<file path="src/rtl/scan_rx_if.sv">
// Handshake bundle between DCP/rx (master side) and the scan_rx receiver (slave side).
interface scan_rx_if;
  logic        req_rx;
  logic        type_rx;
  logic        vld_rx;
  logic [7:0]  d_rx;
  logic        rdy_rx;
  logic [31:0] din_rx;
  logic        err_rx;
  logic        ack_rx;

  modport master (
    output req_rx, type_rx, vld_rx, d_rx,
    input  rdy_rx, din_rx, err_rx, ack_rx
  );

  modport slave (
    input  req_rx, type_rx, vld_rx, d_rx,
    output rdy_rx, din_rx, err_rx, ack_rx
  );
endinterface

</file>
<file path="src/rtl/scan_rx.sv">
// ASCII scanner: one raw byte or up to 8 hex digits into a 32-bit word for DCP.
// Optional macro SCAN_BACKSPACE_EN: 8'h08 / 8'h7F delete the last hex digit in word mode.
module scan_rx #(
  parameter logic [7:0] TERM_CHAR     = 8'h0D,
  parameter logic [7:0] ALT_TERM_CHAR = 8'h20,
  parameter int         MAX_DIGITS    = 8
) (
  input  logic     clk,
  input  logic     rstn,
  scan_rx_if.slave bus
);

  typedef enum logic [1:0] {IDLE, BYTE, WORD, DONE} state_t;

  localparam logic [3:0] MAX_CNT = 4'(MAX_DIGITS);

  state_t      state_q, state_d;
  logic        req_prev_q, req_prev_d;
  logic        rdy_q, rdy_d;
  logic        ack_q, ack_d;
  logic        err_q, err_d;
  logic [31:0] din_q, din_d;
  logic [3:0]  cnt_q, cnt_d;

  logic        req_rise;
  logic        hex_vld;
  logic [3:0]  hex_nib;
  logic [7:0]  hex_off;

  // Hex digit decode: offset subtracted depends on which ASCII range matched.
  always_comb begin
    hex_vld = 1'b1;
    hex_off = 8'h00;
    if (bus.d_rx >= 8'h30 && bus.d_rx <= 8'h39) begin
      hex_off = bus.d_rx - 8'h30;
    end else if (bus.d_rx >= 8'h61 && bus.d_rx <= 8'h66) begin
      hex_off = bus.d_rx - 8'h57;
    end else if (bus.d_rx >= 8'h41 && bus.d_rx <= 8'h46) begin
      hex_off = bus.d_rx - 8'h37;
    end else begin
      hex_vld = 1'b0;
    end
    hex_nib = hex_off[3:0];
  end

  always_comb begin
    state_d    = state_q;
    req_prev_d = bus.req_rx;
    rdy_d      = rdy_q;
    ack_d      = ack_q;
    err_d      = err_q;
    din_d      = din_q;
    cnt_d      = cnt_q;
    req_rise   = bus.req_rx & ~req_prev_q;

    case (state_q)
      IDLE: begin
        rdy_d = 1'b0;
        ack_d = 1'b0;
        if (req_rise) begin
          din_d   = 32'h0;
          err_d   = 1'b0;
          cnt_d   = 4'd0;
          rdy_d   = 1'b1;
          state_d = bus.type_rx ? WORD : BYTE;
        end
      end

      BYTE: begin
        if (!bus.req_rx) begin
          rdy_d   = 1'b0;
          state_d = IDLE;
        end else if (bus.vld_rx) begin
          din_d   = {24'h0, bus.d_rx};
          rdy_d   = 1'b0;
          ack_d   = 1'b1;
          state_d = DONE;
        end
      end

      WORD: begin
        if (!bus.req_rx) begin
          rdy_d   = 1'b0;
          state_d = IDLE;
        end else if (bus.vld_rx) begin
          if (hex_vld) begin
            din_d = {din_q[27:0], hex_nib};
            if (cnt_q < MAX_CNT) begin
              cnt_d = cnt_q + 4'd1;
            end
          end else if (bus.d_rx == 8'h5F) begin
            // Digit-group separator carries no information.
          end else if (bus.d_rx == TERM_CHAR || bus.d_rx == ALT_TERM_CHAR) begin
            if (cnt_q != 4'd0) begin
              err_d   = 1'b0;
              rdy_d   = 1'b0;
              ack_d   = 1'b1;
              state_d = DONE;
            end
`ifdef SCAN_BACKSPACE_EN
          end else if (bus.d_rx == 8'h08 || bus.d_rx == 8'h7F) begin
            if (cnt_q != 4'd0) begin
              din_d = {4'h0, din_q[31:4]};
              cnt_d = cnt_q - 4'd1;
            end
`endif
          end else begin
            err_d   = 1'b1;
            rdy_d   = 1'b0;
            ack_d   = 1'b1;
            state_d = DONE;
          end
        end
      end

      DONE: begin
        rdy_d = 1'b0;
        if (!bus.req_rx) begin
          ack_d   = 1'b0;
          state_d = IDLE;
        end
      end

      default: begin
        rdy_d   = 1'b0;
        ack_d   = 1'b0;
        state_d = IDLE;
      end
    endcase
  end

  always_ff @(posedge clk or negedge rstn) begin
    if (!rstn) begin
      state_q    <= IDLE;
      req_prev_q <= 1'b0;
      rdy_q      <= 1'b0;
      ack_q      <= 1'b0;
      err_q      <= 1'b0;
      din_q      <= 32'h0;
      cnt_q      <= 4'd0;
    end else begin
      state_q    <= state_d;
      req_prev_q <= req_prev_d;
      rdy_q      <= rdy_d;
      ack_q      <= ack_d;
      err_q      <= err_d;
      din_q      <= din_d;
      cnt_q      <= cnt_d;
    end
  end

  assign bus.rdy_rx = rdy_q;
  assign bus.ack_rx = ack_q;
  assign bus.err_rx = err_q;
  assign bus.din_rx = din_q;

endmodule

</file>
<file path="src/flat_wrapper.sv">
// flat-port wrapper written by rule: the top's interface ports become plain ports
module scan_rx_flat 
#(
  parameter logic [7:0] TERM_CHAR     = 8'h0D,
  parameter logic [7:0] ALT_TERM_CHAR = 8'h20,
  parameter int         MAX_DIGITS    = 8
)
  (clk, rstn, bus_req_rx, bus_type_rx, bus_vld_rx, bus_d_rx, bus_rdy_rx, bus_din_rx, bus_err_rx, bus_ack_rx);
  scan_rx_if bus_i ();
  input  logic clk;
  input  logic rstn;
  input wire logic [$bits(bus_i.req_rx)-1:0] bus_req_rx;
  input wire logic [$bits(bus_i.type_rx)-1:0] bus_type_rx;
  input wire logic [$bits(bus_i.vld_rx)-1:0] bus_vld_rx;
  input wire logic [$bits(bus_i.d_rx)-1:0] bus_d_rx;
  output wire logic [$bits(bus_i.rdy_rx)-1:0] bus_rdy_rx;
  output wire logic [$bits(bus_i.din_rx)-1:0] bus_din_rx;
  output wire logic [$bits(bus_i.err_rx)-1:0] bus_err_rx;
  output wire logic [$bits(bus_i.ack_rx)-1:0] bus_ack_rx;
  assign bus_i.req_rx = bus_req_rx;
  assign bus_i.type_rx = bus_type_rx;
  assign bus_i.vld_rx = bus_vld_rx;
  assign bus_i.d_rx = bus_d_rx;
  assign bus_rdy_rx = bus_i.rdy_rx;
  assign bus_din_rx = bus_i.din_rx;
  assign bus_err_rx = bus_i.err_rx;
  assign bus_ack_rx = bus_i.ack_rx;
  scan_rx #(.TERM_CHAR(TERM_CHAR), .ALT_TERM_CHAR(ALT_TERM_CHAR), .MAX_DIGITS(MAX_DIGITS)) u_core (.clk(clk), .rstn(rstn), .bus(bus_i));
endmodule
</file>
<file path="config.mk">
export PLATFORM = sky130hd
export DESIGN_NAME = scan_rx_flat
export DESIGN_NICKNAME = d
export VERILOG_FILES = /design/src/rtl/scan_rx_if.sv /design/src/rtl/scan_rx.sv /design/src/flat_wrapper.sv
export SDC_FILE = /design/constraint.sdc
export NUM_CORES = 1
export LEC_CHECK = 0
export BUFFER_PORTS_ARGS = -buffer_cell sky130_fd_sc_hd__buf_2
export CELL_PAD_IN_SITES_DETAIL_PLACEMENT = 0
export CELL_PAD_IN_SITES_GLOBAL_PLACEMENT = 1
export CORE_MARGIN = 1
export CORE_UTILIZATION = 41
export DETAILED_ROUTE_END_ITERATION = 12
export GPL_TIMING_DRIVEN = 0
export PLACE_DENSITY = 0.9
export SETUP_SLACK_MARGIN = 0.05
export SYNTH_ARGS = -nofsm -noshare
export SYNTH_HDL_FRONTEND = slang
export SYNTH_SLANG_ARGS = --single-unit
</file>
<file path="constraint.sdc">
create_clock -name clk -period 2.7 [get_ports clk]
set_clock_uncertainty 0.15 [all_clocks]
set_input_delay 0 -clock clk [delete_from_list [all_inputs] [get_ports clk]]
set_output_delay 0 -clock clk [all_outputs]
set_load 0.05 [all_outputs]
</file>
# == Yosys cells after proc, flatten, opt, wreduce, memory -nomap -nowiden ==
# Index checks and enable logic that the tools add are counted.
# word_totals
register_bits,42
in_bits,13
word_cells,114
# op_classes
addsub,4
n_lt_le_gt_ge,7
eq_ne,22
n_mux,58
bitwise_logic,2
reduce_logical,14
# op_table
op,count
$mux 32,6
$pmux 32 s3,1
$mux 4,8
$mux 1,27
$mux 2,11
$reduce_and 7->1,3
$ge 8x7->1 const B,2
$le 8x7->1 const B,2
$ne 3x3->1 const B,5
$ne 2x2->1 const B,7
$eq 8x4->1 const B,1
$eq 8x6->1 const B,1
$eq 8x7->1 const B,1
$ge 8x6->1 const B,1
$le 8x6->1 const B,1
$pmux 1 s4,2
$pmux 2 s4,1
$pmux 4 s2,1
$reduce_and 8->1,1
$sub 4x3->4 const B,2
$ne 2x1->1 const B,3
$reduce_and 6->1,1
$reduce_and 5->1,1
$add 4x1->4 const B,1
other kinds (14),17

# == Longest topological paths before layout ==
# Gate-level depths: netlist of run 1.
# logic_depth
word_depth,9
mapped_depth,11
mapped_depth_nobuf,8

# == Least setup slack after synthesis of run 1 ==
# Ideal clock, no wire load.
# synth_timing
path_type,reg-to-reg
from,reg u_core.state_q[0]
to,reg u_core.din_q[10] (netlist: u_core.bus.din_rx[10])
setup_time_ns,0.121
t_arrival_ns,2.052
path_slack_ns,0.377
path_stages_with_launch,11
path_buffers,3
cell_sequence,dfrtp_1 > inv_1 > ha_1 > clkbuf_1 > nor2_1 > a21oi_1 > or3_1 > or2_1 > clkbuf_1 > buf_2 > a22o_1
# synth_between
elab_chain_len,3
# synth_lines
element,line,source
"start, declared",scan_rx.sv:17,"state_t state_q, state_d;"
"start signal, assigned",scan_rx.sv:142,state_q <= state_d;
"$eq 2x1->1, or another cell as far along",scan_rx.sv:56,case (state_q)
"$ne 2x2->1 (no source line), or another cell as far along",n/a,
$reduce_and 7->1 (no source line),n/a,
"end signal, assigned",scan_rx.sv:147,din_q <= din_d;
"end, declared",scan_rx.sv:22,"logic [31:0] din_q, din_d;"
# Parallel ways exist; a longest one is shown, timed or not.
# A chain may end at the register's enable or synchronous reset.

# == Final worst setup path of run 1 ==
# layout_timing
from,in bus_d_rx[1]
to,reg u_core.state_q[0]
# layout_between
elab_chain_len,8
# layout_lines
element,line,source
"start, declared",flat_wrapper.sv:15,input wire logic [$bits(bus_i.d_rx)-1:0] bus_d_rx;
"parallel branches: the longest is 8 deep, another holds $ge 8x7->1",n/a,
# Several ways; the timed one is not identified. The select of a mux whose other input is x is not followed.

==> insert_results.sql, run 1 <==
INSERT INTO impl_metrics (metric_group, metric, value, unit) VALUES
('hold_path', 'worst_hold_path_type', 'in -> reg', ''),
('hold_path', 'holdCritStartpoint', 'bus_d_rx[3]', ''),
('cells_and_area', 'area.growth.synth_to_final', '23.4', '%'),
('setup_path', 'cp_data_required_time', '2.73', 'ns'),
('setup_path', 'r2r-start', 'u_core.state_q[0]', ''),
('status', 'run_status', 'complete, no violations', ''),
('cts', 'tritoncts', 'done', ''),
('cells_and_area', 'sequential_cell_area', '1050', 'µm²'),
('detailed_routing', 'drt_wl_total', '4390', 'µm'),
('cts', 'post-cts-setup-buffer-count', '0', ''),
('timing', 'finalHoldWorstSlack', '0.00536', 'ns'),
('setup_path', 'timing.reg2reg.worst_path_depth', '9', ''),
('setup_path', 'worstPathMaxFanout', '4', ''),
('synth', 'synth_ff_type', 'sky130_fd_sc_hd__dfrtp_1', ''),
('setup_path', 'r2r_slack', '0.25', 'ns'),
('setup_path', 'critPathKind', 'in -> reg', ''),
('pwr', 'static-leakage-power', '1.30', 'nW'),
('synth', 'postSynthNetCount', '213', ''),
('place', 'placed_cells', '304', ''),
('synth', 'synth.yosys.warnings', '0', ''),
('cts', 'worst_skew_pair.late_latency', '0.29', 'ns'),
('synth', 'ys_async_sr_fraction', '1.00', ''),
('setup_path', 'endpoint_kind', 'flip-flop', ''),
('cts', 'clk_pin_slew_worst_paths', '0.08', 'ns'),
('synth', 'synth_edf_count', '0', ''),
('detailed_routing', 'route.detailed.drc', '0', ''),
('floorplanning', 'boundaryPins', '48', ''),
('synth', 'post_synth_num_cell_types', '45', ''),
('cts', 'clock-sinks', '42', ''),
('cells_and_area', 'num_antenna_cells', '0', ''),
('timing', 'finalHoldViolCount', '0', ''),
('cells_and_area', 'post_route_non_filler_standard_cell_count', '319', ''),
('detailed_routing', 'drt_pass1_iterations', '4', ''),
('timing', 'setup_viol', '0', ''),
('cells_and_area', 'multiInputGateArea', '927', 'µm²'),
('timing', 'final.period_utilization', '0.950', ''),
('cells_and_area', 'mostFrequentLayoutCells', 'sky130_fd_sc_hd__buf_2, sky130_fd_sc_hd__dfrtp_1, sky130_fd_sc_hd__a22o_1', ''),
('pwr', 'power-per-cell-area', '894', 'nW/µm²'),
('synth', 'mappedNetlistArea', '2080', 'µm²'),
('cts', 'cts.htree.levels', '2', ''),
('job', 'timing.max_cap.violations', '0', ''),
('timing', 'fmax', '0.390', 'GHz'),
('cts', 'cts-root-to-sink-buffers', '2', ''),
('cells_and_area', 'final_nets', '273', ''),
('grt', 'antenna_found_initial', '0', ''),
('timing', 'relative_slew_slack', '0.402', ''),
('place', 'dp_hpwl', '3220', 'µm'),
('detailed_routing', 'route.antenna.remaining_nets', '0', ''),
('floorplanning', 'design.die.area', '5350', 'µm²'),
('floorplanning', 'initial_utilization', '0.434', ''),
('timing', 'timing_worst_slew_pin_value', '0.897', 'ns'),
('timing', 'finalSetupTns', '0', 'ns'),
('detailed_routing', 'route.detailed.vias_per_inst', '5.29', ''),
('pwr', 'worst_ir_drop_vdd', '0.335', 'mV'),
('floorplanning', 'dieWidth', '73.2', 'µm'),
('grt', 'globalRouteOverflowTotal', '0', ''),
('setup_path', 'timing.rr.end', 'u_core.bus.din_rx[22]', ''),
('floorplanning', 'rows', '25', ''),
('pwr', 'fin_total_pwr', '2.29', 'mW'),
('timing', 'rsz_0062_raised_after_global_routing', 'yes', ''),
('setup_path', 'setup.worst_path.start', 'bus_d_rx[1]', ''),
('synth', 'synth.ff_latch_count', '42', ''),
('cells_and_area', 'post_route_cells_drive_above_1_share', '0.266', ''),
('detailed_routing', 'avgRoutedWirePerCell', '13.8', 'µm'),
('cts', 'tritoncts.num_buffers', '5', ''),
('grt', 'via_count_of_the_first_global_routing_pass', '1623', ''),
('timing', 'finalWorstPathRequiredPeriod', '2.56', 'ns'),
('synth', 'synth_sequential_area_ratio', '0.506', ''),
('cells_and_area', 'layout_commonest_cell', 'sky130_fd_sc_hd__buf_2', ''),
('detailed_routing', 'routed-via-count', '1687', ''),
('setup_path', 'timing.critical_path.arrival', '2.59', 'ns');
area by class of cell:
class | instances | area share
flip-flops and latches | 42 | 0.410
multi-input cells | 126 | 0.362
repair buffers | 55 | 0.125
well taps | 67 | 0.0327
clock buffers | 6 | 0.0283
plain buffers | 9 | 0.0190
inverters | 12 | 0.0176
clock inverters | 2 | 0.00537
cell families after synthesis:
logic type      synth area share
mux                       0.0301
fa+ha+maj                 0.0543
buf+inv                   0.0482
simple gates               0.128
flops                      0.506
compound gates             0.233
synth_stat cells, types with 2 or more instances:
cell                         n  area share
sky130_fd_sc_hd__nand2_1    14       0.025
sky130_fd_sc_hd__a31oi_1     2      0.0060
sky130_fd_sc_hd__nand3_1     3      0.0072
sky130_fd_sc_hd__and4b_1     2      0.0096
sky130_fd_sc_hd__a22oi_1     4       0.014
sky130_fd_sc_hd__a22o_1     24        0.10
sky130_fd_sc_hd__inv_1      12       0.022
sky130_fd_sc_hd__mux2i_1     4       0.019
sky130_fd_sc_hd__nor3_1      3      0.0072
sky130_fd_sc_hd__or3_1       2      0.0060
sky130_fd_sc_hd__nor2_1      8       0.014
sky130_fd_sc_hd__o21ai_1     3      0.0072
sky130_fd_sc_hd__a21oi_1     8       0.019
sky130_fd_sc_hd__ha_1        9       0.054
sky130_fd_sc_hd__a2bb2oi_1   2      0.0084
sky130_fd_sc_hd__buf_2       5       0.012
sky130_fd_sc_hd__nor2b_1     3      0.0090
sky130_fd_sc_hd__clkbuf_1    5      0.0090
sky130_fd_sc_hd__dfrtp_1    42        0.51
sky130_fd_sc_hd__o21ai_0     5       0.012
sky130_fd_sc_hd__o31ai_1     7       0.025
layer usage:
metal,GRT usage,vias to the layer above,wire (µm)
li1,-,830,-
met1,0.232,799,2090
met2,0.294,50,1990
met3,0.0387,8,218
met4,0.0719,0,86
met5,0,-,0
registers in the layout, summed over array words and instances, names as in the netlist:
name / flops
u_core.bus.ack_rx: 1
u_core.bus.din_rx: 32
u_core.bus.err_rx: 1
u_core.bus.rdy_rx: 1
u_core.cnt_q: 4
u_core.req_prev_q: 1
u_core.state_q: 2
worst min path at each step:
stage	endpoint	slack (ns)	depth (start not counted)
after floorplan	u_core.bus.ack_rx	-0.45	0
after global placement	u_core.bus.din_rx[28]	0.03	1
after detailed placement	u_core.bus.din_rx[24]	0.03	1
after CTS	u_core.bus.din_rx[3]	0.01	3
after global routing	u_core.bus.din_rx[3]	0.01	3
final	u_core.bus.din_rx[3]	0.005	3
metrics by stage:
step	util	instance area, µm²	setup WS [ns]
finish	0.535	2560	0.136
detailed placement	0.499	2390	0.141
floorplan	-	2080	0.377
global placement	0.499	2390	0.185
CTS	0.536	2570	0.136
global route	0.535	2560	0.0292
worst max-delay path: stages:
cell and delay, ns:
sky130_fd_sc_hd__dlygate4sd3_1 0.52, sky130_fd_sc_hd__buf_2 0.13, sky130_fd_sc_hd__inv_1 0.07, sky130_fd_sc_hd__ha_1 0.22
sky130_fd_sc_hd__nor3b_2 0.25, sky130_fd_sc_hd__a311oi_2 0.10, sky130_fd_sc_hd__o21ai_1 0.30, sky130_fd_sc_hd__or3b_1 0.44
sky130_fd_sc_hd__a21bo_2 0.25, sky130_fd_sc_hd__mux2_1 0.32
power breakdown:
group | switching [mW] | internal, mW | leakage, nW
Sequential | 0.0795 | 0.728 | 0.576
Combinational | 0.761 | 0.329 | 0.681
Clock | 0.212 | 0.182 | 0.0452
Total | 1.05 | 1.24 | 1.30
what timing repair did:
action / CTS / global route
hold buffers: 9 / 0
endpoints found under the setup margin: 0 / 33
hold endpoints to repair: 51 / 0
gates resized for setup: 0 / 3
(Power assumes the default switching activity.)
==> inputs of run 2 (changes only) <==
--- a/config.mk
+++ b/config.mk
@@ -5,14 +5,15 @@
 export SDC_FILE = /design/constraint.sdc
 export NUM_CORES = 1
 export LEC_CHECK = 0
+export ABC_AREA = 1
 export BUFFER_PORTS_ARGS = -buffer_cell sky130_fd_sc_hd__buf_2
 export CELL_PAD_IN_SITES_DETAIL_PLACEMENT = 0
 export CELL_PAD_IN_SITES_GLOBAL_PLACEMENT = 1
 export CORE_MARGIN = 1
-export CORE_UTILIZATION = 41
+export CORE_UTILIZATION = 39
 export DETAILED_ROUTE_END_ITERATION = 12
 export GPL_TIMING_DRIVEN = 0
-export PLACE_DENSITY = 0.9
+export PLACE_DENSITY = 0.91
 export SETUP_SLACK_MARGIN = 0.05
 export SYNTH_ARGS = -nofsm -noshare
 export SYNTH_HDL_FRONTEND = slang
==> run 2 against run 1 <==
Fmax rose by 15%. Via count increased by 32%. Register-to-register slack better by 0.22 ns. Wire length is 18% higher. Clock power is 7.1% higher. Die area rose by 17%. Sequential share of layout area shrank 3.8 points. Cell count is 42% higher. Sequential power down 2.9%. Synthesized area increased by 12%. Clock-buffer cell count down 1. Worst setup slack better by 0.34 ns.
==> insert_results.sql, run 2 <==
INSERT INTO impl_metrics (metric_group, metric, value, unit) VALUES
('floorplanning', 'initial_utilization', '0.413', ''),
('cts', 'tritoncts', 'done', ''),
('pwr', 'static-leakage-power', '1.67', 'nW'),
('timing', 'finalSetupTns', '0', 'ns'),
('setup_path', 'slowest_delay', '0.40', 'ns'),
('cts', 'cts-root-to-sink-buffers', '2', ''),
('detailed_routing', 'route.detailed.drc', '0', ''),
('detailed_routing', 'route.detailed.vias_per_inst', '4.90', ''),
('grt', 'grt_max_degree', '43', ''),
('grt', 'antenna_found_initial', '0', ''),
('job', 'timing.max_cap.violations', '0', ''),
('cells_and_area', 'final_nets', '402', ''),
('synth', 'synth_sequential_area_ratio', '0.454', ''),
('timing', 'final.period_utilization', '0.825', ''),
('setup_path', 'endpoint_kind', 'flip-flop', ''),
('detailed_routing', 'route.antenna.remaining_nets', '0', ''),
('cts', 'worst_skew_pair.late_latency', '0.30', 'ns'),
('timing', 'finalWorstPathRequiredPeriod', '2.23', 'ns'),
('setup_path', 'setup.worst_path.start_class', 'flip-flop', ''),
('floorplanning', 'floorplan.core_area', '5610', 'µm²'),
('status', 'run_status', 'complete, no violations', ''),
('setup_path', 'timing.critical_path.arrival', '2.26', 'ns'),
('cells_and_area', 'flip_flop_count_of_the_largest_register_all_copies_and_words_added', '32', ''),
('synth', 'most_used_standard_cell_by_instance_count_after_synthesis', 'sky130_fd_sc_hd__nand2_1', ''),
('synth', 'postSynthCellCount', '317', ''),
('place', 'io_buffers', '47', ''),
('cells_and_area', 'area.growth.synth_to_final', '22.0', '%'),
('cts', 'ctsRootBufferMaster', 'sky130_fd_sc_hd__clkbuf_8', ''),
('grt', 'gr-usage-all-layers', '0.180', ''),
('synth', 'yosys.area.top_type', 'sky130_fd_sc_hd__dfrtp_1', ''),
('timing', 'fmax', '0.449', 'GHz'),
('floorplanning', 'dieWidth', '79.1', 'µm'),
('synth', 'synth_edf_count', '0', ''),
('synth', 'leading_cell_types_by_total_area_after_synthesis', 'sky130_fd_sc_hd__dfrtp_1, sky130_fd_sc_hd__nand2_1, sky130_fd_sc_hd__nand3_1, sky130_fd_sc_hd__ha_1, sky130_fd_sc_hd__inv_1', ''),
('detailed_routing', 'drt_pass1_iterations', '4', ''),
('grt', 'grt_first_pass_wirelength', '8850', 'µm'),
('cts', 'clk_pin_slew_worst_paths', '0.09', 'ns'),
('floorplanning', 'rows', '27', ''),
('setup_path', 'crit_chain', 'inv_1 > ha_1 > buf_2 > nor2_1 > a21oi_1 > nor3_4 > nand2_2 > buf_4 > nand2_1 > nand2_1', ''),
('timing', 'finalHoldWorstSlack', '0.00141', 'ns'),
('cells_and_area', 'final_area', '2830', 'µm²'),
('cells_and_area', 'mostFrequentLayoutCells', 'sky130_fd_sc_hd__nand2_1, sky130_fd_sc_hd__buf_2, sky130_fd_sc_hd__nand3_1, sky130_fd_sc_hd__dfrtp_1, sky130_fd_sc_hd__inv_1', ''),
('place', 'place_congestion', '0.817', ''),
('floorplanning', 'boundaryPins', '48', ''),
('grt', 'via_count_of_the_first_global_routing_pass', '1891', ''),
('timing', 'rsz_0062_raised_after_global_routing', 'no', ''),
('place', 'placed_instance_area', '2640', 'µm²'),
('timing', 'relative_slew_slack', '0.372', ''),
('timing', 'setup_viol', '0', ''),
('cts', 'cts.htree.levels', '2', ''),
('synth', 'synth.top_cells.by_count', 'sky130_fd_sc_hd__nand2_1, sky130_fd_sc_hd__dfrtp_1, sky130_fd_sc_hd__nand3_1, sky130_fd_sc_hd__inv_1, sky130_fd_sc_hd__nor2_1', ''),
('timing', 'timing_worst_slew_pin_value', '0.941', 'ns'),
('pwr', 'fin_total_pwr', '2.35', 'mW'),
('cells_and_area', 'num_antenna_cells', '0', ''),
('synth', 'post_synth_num_cell_types', '24', ''),
('cells_and_area', 'multiInputGateArea', '1110', 'µm²'),
('synth', 'synth-xor-area-share', '0', ''),
('synth', 'synth-compound-area-share', '0.0481', ''),
('synth', 'muxShareOfSynthArea', '0', ''),
('cells_and_area', 'layout.core_utilization', '0.504', ''),
('detailed_routing', 'routed-via-count', '2219', ''),
('setup_path', 'worstPathMaxFanout', '10', ''),
('pwr', 'worst_ir_drop_vdd', '0.693', 'mV'),
('setup_path', 'cell_with_the_biggest_individual_delay_on_the_critical_path', 'sky130_fd_sc_hd__dfrtp_1', ''),
('synth', 'synthAdderAreaFrac', '0.0486', ''),
('synth', 'synth_top_family_by_area', 'simple AND/OR/NAND/NOR gates', ''),
('synth', 'ys_async_sr_fraction', '1.00', ''),
('cells_and_area', 'sequential_cell_area', '1050', 'µm²'),
('floorplanning', 'fp.dieH', '79.1', 'µm'),
('hold_path', 'worst_hold_path_type', 'in -> reg', ''),
('setup_path', 'crit_path_frequent_cell', 'sky130_fd_sc_hd__nand2_1', ''),
('synth', 'synth_simple_gate_area_share', '0.384', ''),
('detailed_routing', 'avgRoutedWirePerCell', '11.4', 'µm'),
('cells_and_area', 'post_route_cells_drive_above_1_share', '0.189', ''),
('cts', 'tritoncts.num_buffers', '5', ''),
('cells_and_area', 'num-fill-cells', '575', ''),
('cells_and_area', 'layout_commonest_cell', 'sky130_fd_sc_hd__nand2_1', ''),
('pwr', 'power-per-cell-area', '833', 'nW/µm²'),
('synth', 'synth.yosys.warnings', '0', ''),
('timing', 'finalHoldViolCount', '0', ''),
('detailed_routing', 'initialDrtViolationCount', '129', ''),
('grt', 'globalRouteOverflowTotal', '0', ''),
('setup_path', 'cp_data_required_time', '2.73', 'ns'),
('cts', 'clock-sinks', '42', ''),
('synth', 'mappedNetlistArea', '2320', 'µm²'),
('detailed_routing', 'drt_wl_total', '5170', 'µm'),
('synth', 'synth.ff_latch_count', '42', ''),
('synth', 'synth_ff_type', 'sky130_fd_sc_hd__dfrtp_1', ''),
('synth', 'post_synth.cell_area_avg', '7.31', 'µm²'),
('timing', 'finalMaxSlewViolations', '0', ''),
('floorplanning', 'design.die.area', '6250', 'µm²'),
('setup_path', 'critPathKind', 'reg -> reg', ''),
('synth', 'postSynthNetCount', '339', ''),
('place', 'dp_hpwl', '3800', 'µm'),
('synth', 'synth.top_cell.area_share', '0.454', ''),
('cts', 'post-cts-setup-buffer-count', '0', '');
[run 2: layout make-up]
| cell class | instances | area share |
|---|---|---|
| Multi-Input combinational cell | 239 | 0.394 |
| Sequential cell | 42 | 0.372 |
| Timing Repair Buffer | 56 | 0.115 |
| Inverter | 27 | 0.0359 |
| Tap cell | 72 | 0.0319 |
| Clock buffer | 5 | 0.0243 |
| Buffer | 9 | 0.0181 |
| Clock inverter | 3 | 0.00885 |
[run 2: cells by family (layout without fill, tap and decap cells)]
family	Yosys count	count (layout)
AND/OR/NAND/NOR	209	209
flip-flops	42	42
buffers and inverters	36	100
AO/OA/AOI/OAI	21	21
adder cells (fa/ha/maj)	9	9
[run 2: worst max-delay path: cells and delay by family, from the launching register on]
family                     cells  cell delay [ns]
AOI/OAI and AO/OA              1             0.12
adders and majority gates      1             0.18
buffers and inverters          3             0.46
DFF                            1             0.40
and+or+nand+nor                5             0.80
[run 2: metal layers]
| metal | vias to the layer above | track usage | wire length, µm |
|---|---|---|---|
| met1 | 1024 | 0.255 | 2570 |
| met2 | 51 | 0.284 | 2330 |
| met5 | - | 0 | 0 |
| met4 | 0 | 0.0327 | 38 |
| met3 | 7 | 0.0402 | 231 |
| li1 | 1137 | - | - |
[run 2: what timing repair did]
action                    CTS  global route
hold buffers                9             0
hold endpoints to repair   53             0
gates resized for setup     0             0
[run 2: worst paths after layout]
path / slack (ns) / end / cells past startpoint / startpoint
max: 0.47 / u_core.bus.din_rx[26] / 10 / u_core.state_q[0]
max reg2reg: 0.47 / u_core.bus.din_rx[26] / 10 / u_core.state_q[0]
max in group asynchronous: 1.58 / u_core.bus.din_rx[5] / 2 / rstn
min in group asynchronous: 0.23 / u_core.bus.din_rx[2] / 2 / rstn
min: 0.001 / u_core.bus.din_rx[4] / 5 / bus_d_rx[4]
min reg2reg: 0.32 / u_core.bus.din_rx[28] / 2 / u_core.bus.din_rx[28]
[run 2: through the flow]
stage	worst slack (ns)	std cells
global placement	0.477	436
global route	0.193	453
detailed placement	0.478	436
floorplan	0.781	317
finish	0.472	453
CTS	0.457	453
[run 2: report_power, final]
group	leakage, nW	total (mW)	switching (mW)	internal (mW)
logic	1.05	1.15	0.833	0.316
registers	0.577	0.784	0.0696	0.715
clock network	0.0447	0.422	0.235	0.187
total	1.67	2.35	1.14	1.22
==> inputs of run 3 (changes only) <==
==> constraint.sdc (replaced) <==
create_clock -name clk -period 2.27 [get_ports clk]
set_clock_uncertainty 0.15 [all_clocks]
set_input_delay 0 -clock clk [delete_from_list [all_inputs] [get_ports clk]]
set_output_delay 0 -clock clk [all_outputs]
set_load 0.05 [all_outputs]
==> run 3 against run 2 <==
Global-route usage about the same. Combinational power grew 26%. Die area did not move. Non-clock buffer count increased by 2. Critical endpoint unchanged. Cell count up 0.44%. Power increased by 23%. Via count fell by 0.99%. Worst setup slack lost 0.24 ns. Fmax increased by 9.1%. Cell area is 1.3% higher. Wire length rose by 1.9%. Worst hold slack barely moved.
==> insert_results.sql, run 3 (synthesis gave the netlist of run 2 again) <==
INSERT INTO impl_metrics (metric_group, metric, value, unit) VALUES
('setup_path', 'setup.worst_path.start_class', 'flip-flop', ''),
('floorplanning', 'dieWidth', '79.1', 'µm'),
('detailed_routing', 'drt_pass1_iterations', '4', ''),
('detailed_routing', 'drt_wl_total', '5270', 'µm'),
('detailed_routing', 'avgRoutedWirePerCell', '11.6', 'µm'),
('grt', 'grt_first_pass_wirelength', '8870', 'µm'),
('floorplanning', 'fp.dieH', '79.1', 'µm'),
('place', 'placed_cells', '436', ''),
('setup_path', 'crit_chain', 'inv_1 > ha_1 > buf_2 > nor2_4 > a21oi_1 > nor3_4 > buf_4 > clkbuf_4 > nand3_1 > nand2_1', ''),
('cts', 'clk_pin_slew_worst_paths', '0.09', 'ns'),
('timing', 'relative_slew_slack', '0.367', ''),
('floorplanning', 'design.die.area', '6250', 'µm²'),
('floorplanning', 'rows', '27', ''),
('place', 'place_congestion', '0.817', ''),
('cells_and_area', 'mostFrequentLayoutCells', 'sky130_fd_sc_hd__nand2_1, sky130_fd_sc_hd__buf_2, sky130_fd_sc_hd__nand3_1, sky130_fd_sc_hd__dfrtp_1, sky130_fd_sc_hd__inv_1', ''),
('grt', 'grt_max_degree', '43', ''),
('timing', 'setup_viol', '0', ''),
('timing', 'timing_worst_slew_pin_value', '0.949', 'ns'),
('cells_and_area', 'layout_commonest_cell', 'sky130_fd_sc_hd__nand2_1', ''),
('cts', 'worst_skew_pair.late_latency', '0.30', 'ns'),
('pwr', 'fin_total_pwr', '2.89', 'mW'),
('cts', 'ctsRootBufferMaster', 'sky130_fd_sc_hd__clkbuf_8', ''),
('cts', 'tritoncts.num_buffers', '5', ''),
('job', 'timing.max_cap.violations', '0', ''),
('detailed_routing', 'route.detailed.drc', '0', ''),
('setup_path', 'cell_with_the_biggest_individual_delay_on_the_critical_path', 'sky130_fd_sc_hd__dfrtp_1', ''),
('hold_path', 'worst_hold_path_type', 'in -> reg', ''),
('grt', 'antenna_found_initial', '0', ''),
('floorplanning', 'initial_utilization', '0.413', ''),
('cells_and_area', 'post_route_cells_drive_above_1_share', '0.196', ''),
('grt', 'globalRouteOverflowTotal', '0', ''),
('timing', 'finalWorstPathRequiredPeriod', '2.04', 'ns'),
('grt', 'gr-usage-all-layers', '0.181', ''),
('cells_and_area', 'flip_flop_count_of_the_largest_register_all_copies_and_words_added', '32', ''),
('floorplanning', 'floorplan.core_area', '5610', 'µm²'),
('detailed_routing', 'routed-via-count', '2197', ''),
('detailed_routing', 'route.antenna.remaining_nets', '0', ''),
('pwr', 'power-per-cell-area', '1010', 'nW/µm²'),
('setup_path', 'slowest_delay', '0.42', 'ns'),
('floorplanning', 'boundaryPins', '48', ''),
('cts', 'cts-root-to-sink-buffers', '2', ''),
('status', 'run_status', 'complete, no violations', ''),
('setup_path', 'critPathKind', 'reg -> reg', ''),
('timing', 'finalMaxSlewViolations', '0', ''),
('cts', 'clock-sinks', '42', ''),
('timing', 'finalSetupTns', '0', 'ns'),
('timing', 'fmax', '0.490', 'GHz'),
('cells_and_area', 'final_nets', '404', ''),
('place', 'io_buffers', '47', ''),
('timing', 'finalHoldViolCount', '0', ''),
('cells_and_area', 'num_antenna_cells', '0', ''),
('cts', 'cts.htree.levels', '2', ''),
('cells_and_area', 'post_route_non_filler_standard_cell_count', '455', ''),
('place', 'dp_hpwl', '3800', 'µm'),
('detailed_routing', 'route.detailed.vias_per_inst', '4.83', ''),
('detailed_routing', 'initialDrtViolationCount', '157', ''),
('grt', 'via_count_of_the_first_global_routing_pass', '1899', ''),
('pwr', 'worst_ir_drop_vdd', '0.851', 'mV'),
('timing', 'final.period_utilization', '0.899', ''),
('timing', 'rsz_0062_raised_after_global_routing', 'no', ''),
('setup_path', 'endpoint_kind', 'flip-flop', ''),
('setup_path', 'cp_data_required_time', '2.30', 'ns'),
('setup_path', 'timing.critical_path.arrival', '2.08', 'ns'),
('setup_path', 'worstPathMaxFanout', '10', ''),
('cells_and_area', 'num-fill-cells', '569', ''),
('cts', 'tritoncts', 'done', ''),
('cells_and_area', 'area.growth.synth_to_final', '23.6', '%'),
('pwr', 'static-leakage-power', '1.69', 'nW');
[run 3: worst paths after layout]
| check | startpoint | endpoint | slack, ns | cells after the start |
|---|---|---|---|---|
| min | bus_d_rx[4] | u_core.bus.din_rx[4] | 0.001 | 5 |
| min reg2reg | u_core.bus.din_rx[28] | u_core.bus.din_rx[28] | 0.32 | 2 |
| max reg2reg | u_core.state_q[0] | u_core.bus.din_rx[26] | 0.23 | 10 |
| min in group asynchronous | rstn | u_core.bus.din_rx[2] | 0.23 | 2 |
| max | u_core.state_q[0] | u_core.bus.din_rx[26] | 0.23 | 10 |
| max in group asynchronous | rstn | u_core.bus.din_rx[5] | 1.14 | 2 |
[run 3: cell type report]
cell class | instances | area (µm²) | share of cell area
buffer | 9 | 56.3 | 0.0197
timing repair buffer | 58 | 340 | 0.119
tap | 72 | 90.1 | 0.0315
clock buffer | 5 | 68.8 | 0.0240
multi-input combinational | 239 | 1130 | 0.395
clock inverter | 3 | 25.0 | 0.00874
inverter | 27 | 101 | 0.0354
sequential | 42 | 1050 | 0.367
[run 3: layer usage]
layer  GRT usage  vias to the layer above  part of all wire  wire length, µm
li1            -                     1143                 -                -
met1       0.255                     1003              0.49             2600
met2       0.284                       46              0.45             2390
met3      0.0425                        5             0.047              250
met4      0.0327                        0            0.0049               26
met5           0                        -                 0                0
[run 3: timing repair]
item / CTS / global route
endpoints found under the hold margin: 53 / 0
endpoints found under the setup margin: 19 / 32
pin swaps: 1 / 2
cloned: 0 / 0
hold buffers: 9 / 0
resized for setup: 0 / 6
buffers inserted: 2 / 0
[run 3: stage by stage]
stage          hold WS [ns]  utilization  instance area [µm²]  worst slack (ns)
2_1_floorplan        -0.446            -                 2320             0.351
3_3_place_gp         0.0417        0.471                 2640            0.0468
3_5_place_dp         0.0536        0.471                 2640            0.0484
4_1_cts            0.000813        0.507                 2840            0.0990
5_1_grt              0.0389        0.511                 2860            0.0633
6_report            0.00119        0.511                 2860             0.229
[run 3: report_power, final]
group / switching (mW) / leakage, nW / internal, mW
Combinational: 1.02 / 1.06 / 0.432
Sequential: 0.0824 / 0.577 / 0.850
Clock: 0.279 / 0.0447 / 0.222
Total: 1.38 / 1.69 / 1.50
[run 3: worst max-delay path: cells and delay by family, from the launching register on]
| family | cells | cell delay (ns) |
|---|---|---|
| flops | 1 | 0.42 |
| simple gates | 4 | 0.31 |
| fa+ha+maj | 1 | 0.14 |
| compound gates | 1 | 0.26 |
| buf+inv | 4 | 0.66 |
